### src/rtl/ascii_calc_seq.sv
// ASCII keypad calculator: assembles decimal operands character by character,
// computes + - * / (restoring divider) and converts the result with double-dabble.
module ascii_calc_seq #(
    parameter  int DIGITS = 2,
    localparam int NW     = $clog2(10**DIGITS),
    localparam int RW     = 2*NW,
    localparam int RD     = 2*DIGITS
) (
    input  logic          clk,
    input  logic          rstn,
    input  logic [7:0]    in_data,
    input  logic          in_valid,
    output logic          in_ready,
    output logic [8*RD-1:0] res_ascii,
    output logic          res_neg,
    output logic          res_valid,
    output logic          err,
    output logic [2:0]    dbg_state
);
    // Handshake: a character is consumed on any rising edge where in_valid && in_ready;
    // the source holds in_valid/in_data stable until that edge.
    localparam int MAXV = 10**DIGITS - 1;
    localparam int CW   = $clog2(RW+1);

    typedef enum logic [2:0] {S_A, S_B, S_DIV, S_CONV, S_RES} state_t;
    typedef enum logic [1:0] {OP_ADD, OP_SUB, OP_MUL, OP_DIV} op_t;

    state_t          state_q;
    op_t             op_q, op_d;
    logic [NW-1:0]   a_q, b_q, rem_q, dvd_q;
    logic [2:0]      cnt_a_q, cnt_b_q;
    logic            neg_q;
    logic [RW-1:0]   r_q, bin_q;
    logic [4*RD-1:0] bcd_q;
    logic [CW-1:0]   step_q;
    logic [8*RD-1:0] res_ascii_q;
    logic            res_neg_q, res_valid_q, err_q, in_ready_q;

    logic            acc, is_digit, is_op;
    logic [NW-1:0]   a_dig_d, b_dig_d, rem_nx_d, quo_nx_d;
    logic [NW:0]     trial_d;
    logic            div_ge_d;
    logic [RW-1:0]   calc_d;
    logic            calc_neg_d;
    logic [4*RD-1:0] bcd_adj_d;

    always_comb begin
        acc      = in_valid && in_ready_q;
        is_digit = (in_data >= 8'h30) && (in_data <= 8'h39);
        is_op    = (in_data == 8'h2B) || (in_data == 8'h2D) ||
                   (in_data == 8'h2A) || (in_data == 8'h2F);
        a_dig_d  = a_q * NW'(10) + NW'(in_data[3:0]);
        b_dig_d  = b_q * NW'(10) + NW'(in_data[3:0]);
        op_d = OP_ADD;
        case (in_data)
            8'h2D:   op_d = OP_SUB;
            8'h2A:   op_d = OP_MUL;
            8'h2F:   op_d = OP_DIV;
            default: op_d = OP_ADD;
        endcase
        calc_neg_d = 1'b0;
        calc_d     = '0;
        case (op_q)
            OP_ADD: calc_d = RW'(a_q) + RW'(b_q);
            OP_SUB: begin
                calc_neg_d = (a_q < b_q);
                calc_d     = calc_neg_d ? RW'(b_q - a_q) : RW'(a_q - b_q);
            end
            OP_MUL: calc_d = RW'(a_q) * RW'(b_q);
            default: calc_d = '0;
        endcase
        trial_d  = {rem_q, dvd_q[NW-1]};
        div_ge_d = (trial_d >= {1'b0, b_q});
        rem_nx_d = div_ge_d ? NW'(trial_d - {1'b0, b_q}) : trial_d[NW-1:0];
        quo_nx_d = {dvd_q[NW-2:0], div_ge_d};
        // Double-dabble correction: any BCD digit >= 5 gets +3 before the shift.
        bcd_adj_d = bcd_q;
        for (int i = 0; i < RD; i++) begin
            if (bcd_q[4*i +: 4] >= 4'd5) bcd_adj_d[4*i +: 4] = bcd_q[4*i +: 4] + 4'd3;
        end
    end

    always_ff @(posedge clk or negedge rstn) begin
        if (!rstn) begin
            state_q     <= S_A;
            op_q        <= OP_ADD;
            a_q         <= '0;
            b_q         <= '0;
            rem_q       <= '0;
            dvd_q       <= '0;
            cnt_a_q     <= '0;
            cnt_b_q     <= '0;
            neg_q       <= 1'b0;
            r_q         <= '0;
            bin_q       <= '0;
            bcd_q       <= '0;
            step_q      <= '0;
            res_ascii_q <= {RD{8'h30}};
            res_neg_q   <= 1'b0;
            res_valid_q <= 1'b0;
            err_q       <= 1'b0;
            in_ready_q  <= 1'b1;
        end else begin
            res_valid_q <= 1'b0;
            case (state_q)
                S_A, S_B, S_RES: if (acc) begin
                    if (in_data == 8'h63) begin
                        a_q         <= '0;
                        b_q         <= '0;
                        cnt_a_q     <= '0;
                        cnt_b_q     <= '0;
                        err_q       <= 1'b0;
                        res_ascii_q <= {RD{8'h30}};
                        res_neg_q   <= 1'b0;
                        state_q     <= S_A;
                    end else if (state_q == S_A) begin
                        if (is_digit) begin
                            if (cnt_a_q == 3'(DIGITS)) err_q <= 1'b1;
                            else begin
                                a_q     <= a_dig_d;
                                cnt_a_q <= cnt_a_q + 3'd1;
                            end
                        end else if (is_op && cnt_a_q != '0) begin
                            op_q    <= op_d;
                            b_q     <= '0;
                            cnt_b_q <= '0;
                            state_q <= S_B;
                        end
                    end else if (state_q == S_B) begin
                        if (is_digit) begin
                            if (cnt_b_q == 3'(DIGITS)) err_q <= 1'b1;
                            else begin
                                b_q     <= b_dig_d;
                                cnt_b_q <= cnt_b_q + 3'd1;
                            end
                        end else if (in_data == 8'h3D && cnt_b_q != '0) begin
                            neg_q      <= calc_neg_d;
                            in_ready_q <= 1'b0;
                            step_q     <= '0;
                            if (op_q == OP_DIV && b_q != '0) begin
                                rem_q   <= '0;
                                dvd_q   <= a_q;
                                state_q <= S_DIV;
                            end else begin
                                // Divide-by-zero lands here too, with calc_d forced to 0.
                                if (op_q == OP_DIV) err_q <= 1'b1;
                                r_q     <= calc_d;
                                bin_q   <= calc_d;
                                bcd_q   <= '0;
                                state_q <= S_CONV;
                            end
                        end
                    end else begin
                        if (is_digit) begin
                            a_q     <= NW'(in_data[3:0]);
                            cnt_a_q <= 3'd1;
                            b_q     <= '0;
                            cnt_b_q <= '0;
                            state_q <= S_A;
                        end else if (is_op) begin
                            if (!neg_q && r_q <= RW'(MAXV)) begin
                                a_q     <= r_q[NW-1:0];
                                cnt_a_q <= 3'd1;
                                op_q    <= op_d;
                                b_q     <= '0;
                                cnt_b_q <= '0;
                                state_q <= S_B;
                            end else err_q <= 1'b1;
                        end
                    end
                end
                S_DIV: begin
                    rem_q <= rem_nx_d;
                    dvd_q <= quo_nx_d;
                    if (step_q == CW'(NW-1)) begin
                        r_q     <= RW'(quo_nx_d);
                        bin_q   <= RW'(quo_nx_d);
                        bcd_q   <= '0;
                        step_q  <= '0;
                        state_q <= S_CONV;
                    end else step_q <= step_q + CW'(1);
                end
                S_CONV: begin
                    if (step_q != CW'(RW)) begin
                        bcd_q  <= {bcd_adj_d[4*RD-2:0], bin_q[RW-1]};
                        bin_q  <= {bin_q[RW-2:0], 1'b0};
                        step_q <= step_q + CW'(1);
                    end else begin
                        for (int i = 0; i < RD; i++) res_ascii_q[8*i +: 8] <= {4'h3, bcd_q[4*i +: 4]};
                        res_neg_q   <= neg_q;
                        res_valid_q <= 1'b1;
                        in_ready_q  <= 1'b1;
                        state_q     <= S_RES;
                    end
                end
                default: state_q <= S_A;
            endcase
        end
    end

    assign in_ready  = in_ready_q;
    assign res_ascii = res_ascii_q;
    assign res_neg   = res_neg_q;
    assign res_valid = res_valid_q;
    assign err       = err_q;
    assign dbg_state = state_q;
endmodule
### config.mk
export PLATFORM = sky130hd
export DESIGN_NAME = ascii_calc_seq
export DESIGN_NICKNAME = d
export VERILOG_FILES = /design/src/rtl/ascii_calc_seq.sv
export SDC_FILE = /design/constraint.sdc
export NUM_CORES = 1
export LEC_CHECK = 0
export BUFFER_PORTS_ARGS = -buffer_cell sky130_fd_sc_hd__buf_2
export CORE_ASPECT_RATIO = 0.9
export CORE_UTILIZATION = 55
export CTS_CLUSTER_SIZE = 10
export DETAILED_ROUTE_END_ITERATION = 8
export MAX_ROUTING_LAYER = met4
export PLACE_DENSITY = 0.7
export SYNTH_ARGS = -nofsm -noshare
export SYNTH_HDL_FRONTEND = slang
export SYNTH_SLANG_ARGS = --single-unit
### constraint.sdc
create_clock -name clk -period 4.99 [get_ports clk]
set_input_delay 0.2495 -clock clk [delete_from_list [all_inputs] [get_ports clk]]
set_output_delay 0.2495 -clock clk [all_outputs]
set_load 0.05 [all_outputs]
==> run summary <==
Seq cells post-synth: 108
Crit path DAT: 4.97 ns
Fin. Hold Viols: 0
Startpoint types: register
Final setup vio count: 0
Post-CTS Setup Inserts: 0
R2r setup slk: 0.26 ns
Ports: 50
Distinct cells, synth: 80
Latest clock arrival within the worst-skew pair: 0.37 ns
Critical path endpoint category: register
HPWL Detailed: 17.48 mm
Clock tree from TritonCTS: built
CP max stage cell: fa_1
Static leakage: 4.584 nW
Clk root buf: clkbuf_16
Outcome: complete, no violations
Minimum clock period: 4.729 ns
Final Util: 0.6153
Most Frequent Cell on Critical Path: nor2_1
Mapped Cells: 1003
Worst r2r path cells: 15
Routed WL per cell: 18.86 µm
Core area: 15660 µm²
WL final: 23.31 mm
RSZ-0062 raised after global routing: no
Largest net degree at the start of global routing: 74
Area growth syn-to-layout: 7.558%
Slew Limit Headroom: 0.2303
Fmax achieved: 211.4 MHz
Predominant post-synthesis flop cell: dfrtp_1
Number of diodes: 0
First-pass GRT wire length: 38.20 mm
Clock Tree Buf Depth: 2
Starting Density: 0.5720
GRT overflow: 0
Average vias per placed instance: 6.015
Synth warn: 0
Post-synth EDFFs: 0
Post-Place Cells: 1220
Max Slew Vio Count: 0
Leading area contributor after synthesis: dfrtp_1
Die area: 16800 µm²
Non-Filler Instances: 1236
Hold WS: 0.01007 ns
Buf/Inv on CP: 2
Top cell type's share of synthesized area: 0.2990
# hold bufs at CTS: 0
Clock Pin Slew Worst Setup and Hold Paths: 0.08 ns
Setup_tns: 0 ns
Mapped Area: 8956 µm²
Syn avg cell area: 8.929 µm²
GP Congestion: 0.9371
Antenna Violating Nets Remaining: 0
Most frequent cells after synthesis: 107 x dfrtp_1, 99 x nand2_1, 90 x ha_1
CTS resizes: 0
Die Ht: 123.1 µm
DR DRC count: 0
Sink Count: 108
CP Data Required Time: 5.24 ns
Critical R2R Capture: bin_q[12]$_DFFE_PN0P_
Slew @ Worst Pin: 1.146 ns
Seq/Total Area, Yosys: 0.3019
Layout cells sized above 1: 0.09865
CTS buffer count: 9
Largest cells by area after synthesis: dfrtp_1 30%, ha_1 13%, fa_1 7.2%, nand2_1 4.1%, o21ai_0 3.9%
NumNets Final: 1162
CP Cell Sequence: buf_4, inv_1, nor2_1, fa_1, fa_1, fa_1, ha_1, ha_1, a211oi_1, nor2_1, nor4b_1, nor2_1, xnor2_1, nor2_1, o32a_1
CP max stage delay: 0.54 ns
Worst Hold Class: in2async
Count leader, synth: dfrtp_1
Ys async rst share: 1.000
Crit path kind: reg2reg
Port bufs: 33
Power Density: 418.0 nW/µm²
Tot GR Track Use: 0.3070
Critical R2R Launch: a_q[3]$_DFFE_PN0P_
Crit path max-delay family: adder cells
VDD IR max: 0.2599 mV
Initial antenna violation count: 0
Vias in the first global route: 7131
Clock skew: 0.008505 ns
Rows: 43
Die extent in x: 136.5 µm
Vias: 7434
Initial DRC Count: 668
Maximum net fanout on the critical path: 7
Max_cap viols: 0
Pre-Repair DR Iteration Count: 6
CTS H-tree lvls: 3
Post-route clock period utilization: 0.9478
## sequential cells by signal (all words and copies together), names as in the netlist
signal,count
dbg_state,3
bin_q,14
b_q,7
r_q,14
cnt_b_q,3
step_q,4
op_q,2
rem_q,7
neg_q,1
bcd_q,16
in_ready,1
dvd_q,7
err,1
res_valid,1
res_neg,1
a_q,7
cnt_a_q,3
res_ascii,16
## worst max path at each step
stage | from | end | slack, ns | cells past startpoint
after global placement | b_q[3]$_DFFE_PN0P_ | bin_q[11]$_DFFE_PN0P_ | 0.29 | 16
after CTS | b_q[3]$_DFFE_PN0P_ | bin_q[10]$_DFFE_PN0P_ | 0.19 | 17
after global routing | b_q[3]$_DFFE_PN0P_ | r_q[11]$_DFFE_PN0P_ | 0.03 | 16
after detailed placement | b_q[3]$_DFFE_PN0P_ | bin_q[11]$_DFFE_PN0P_ | 0.22 | 16
final | a_q[3]$_DFFE_PN0P_ | bin_q[12]$_DFFE_PN0P_ | 0.26 | 15
after floorplan | b_q[1]$_DFFE_PN0P_ | bin_q[11]$_DFFE_PN0P_ | 0.38 | 17
## kinds of logic (layout without fill, tap and decap cells)
kind of cell               after synthesis  in the layout  share of synthesized area
AOI/OAI and AO/OA                      276            276                     0.2076
xor gates and xnor gates                38             38                    0.03716
adders and majority gates              122            122                     0.1973
buffers and inverters                  133            150                    0.06664
DFF                                    108            108                     0.3019
muxes                                   23             23                    0.02640
other                                    2             16                  0.0008385
and+or+nand+nor                        301            301                     0.1622
## placed cells by master (no fill, tap or decap), drive strengths merged, types with 9 or more instances in the layout
master  count
ha         90
buf        57
nand2     100
nand3      31
nor2       88
xnor2      28
a22oi      11
mux2i      18
xor2       10
nand2b     16
a22o       18
o31ai      17
dfrtp     107
fa         32
a21o       18
inv        79
nor2b      15
o211ai     10
a211oi     11
conb       16
nor3       16
a21oi      61
clkbuf      9
o21ai      74
## layer usage
layer  up-vias  track usage  part of all wire
li1       3563            -                 -
met1      3646       0.4344              0.48
met2       208       0.4657              0.45
met3        17      0.05084             0.055
met4         0      0.05833            0.0080
met5         -            -                 0
## metrics by stage
stage | power (mW) | setup WS (ns) | cell area [µm²]
after global routing | 4.342 | 0.02717 | 9633
after global placement | 3.201 | 0.2938 | 9301
after CTS | 4.013 | 0.1940 | 9629
final | 4.027 | 0.2607 | 9633
after floorplan | 2.715 | 0.3826 | 9009
after detailed placement | 3.221 | 0.2238 | 9301
## final cells by class
type	instances	area, µm²
Clock buffer	9	225.2
Fill cell	1346	6023
Tap cell	202	252.7
Sequential cell	108	2705
Inverter	77	289.0
Multi-Input combinational cell	776	5710
Timing Repair Buffer	57	347.8
Clock inverter	7	102.6
## report_power, final
group          leakage [nW]  switching, mW  internal [mW]
Sequential             1.40          0.182           1.03
Combinational          3.03           1.23          0.808
Clock                 0.159          0.370          0.407
Note: power is estimated with default switching activity, not from simulation.
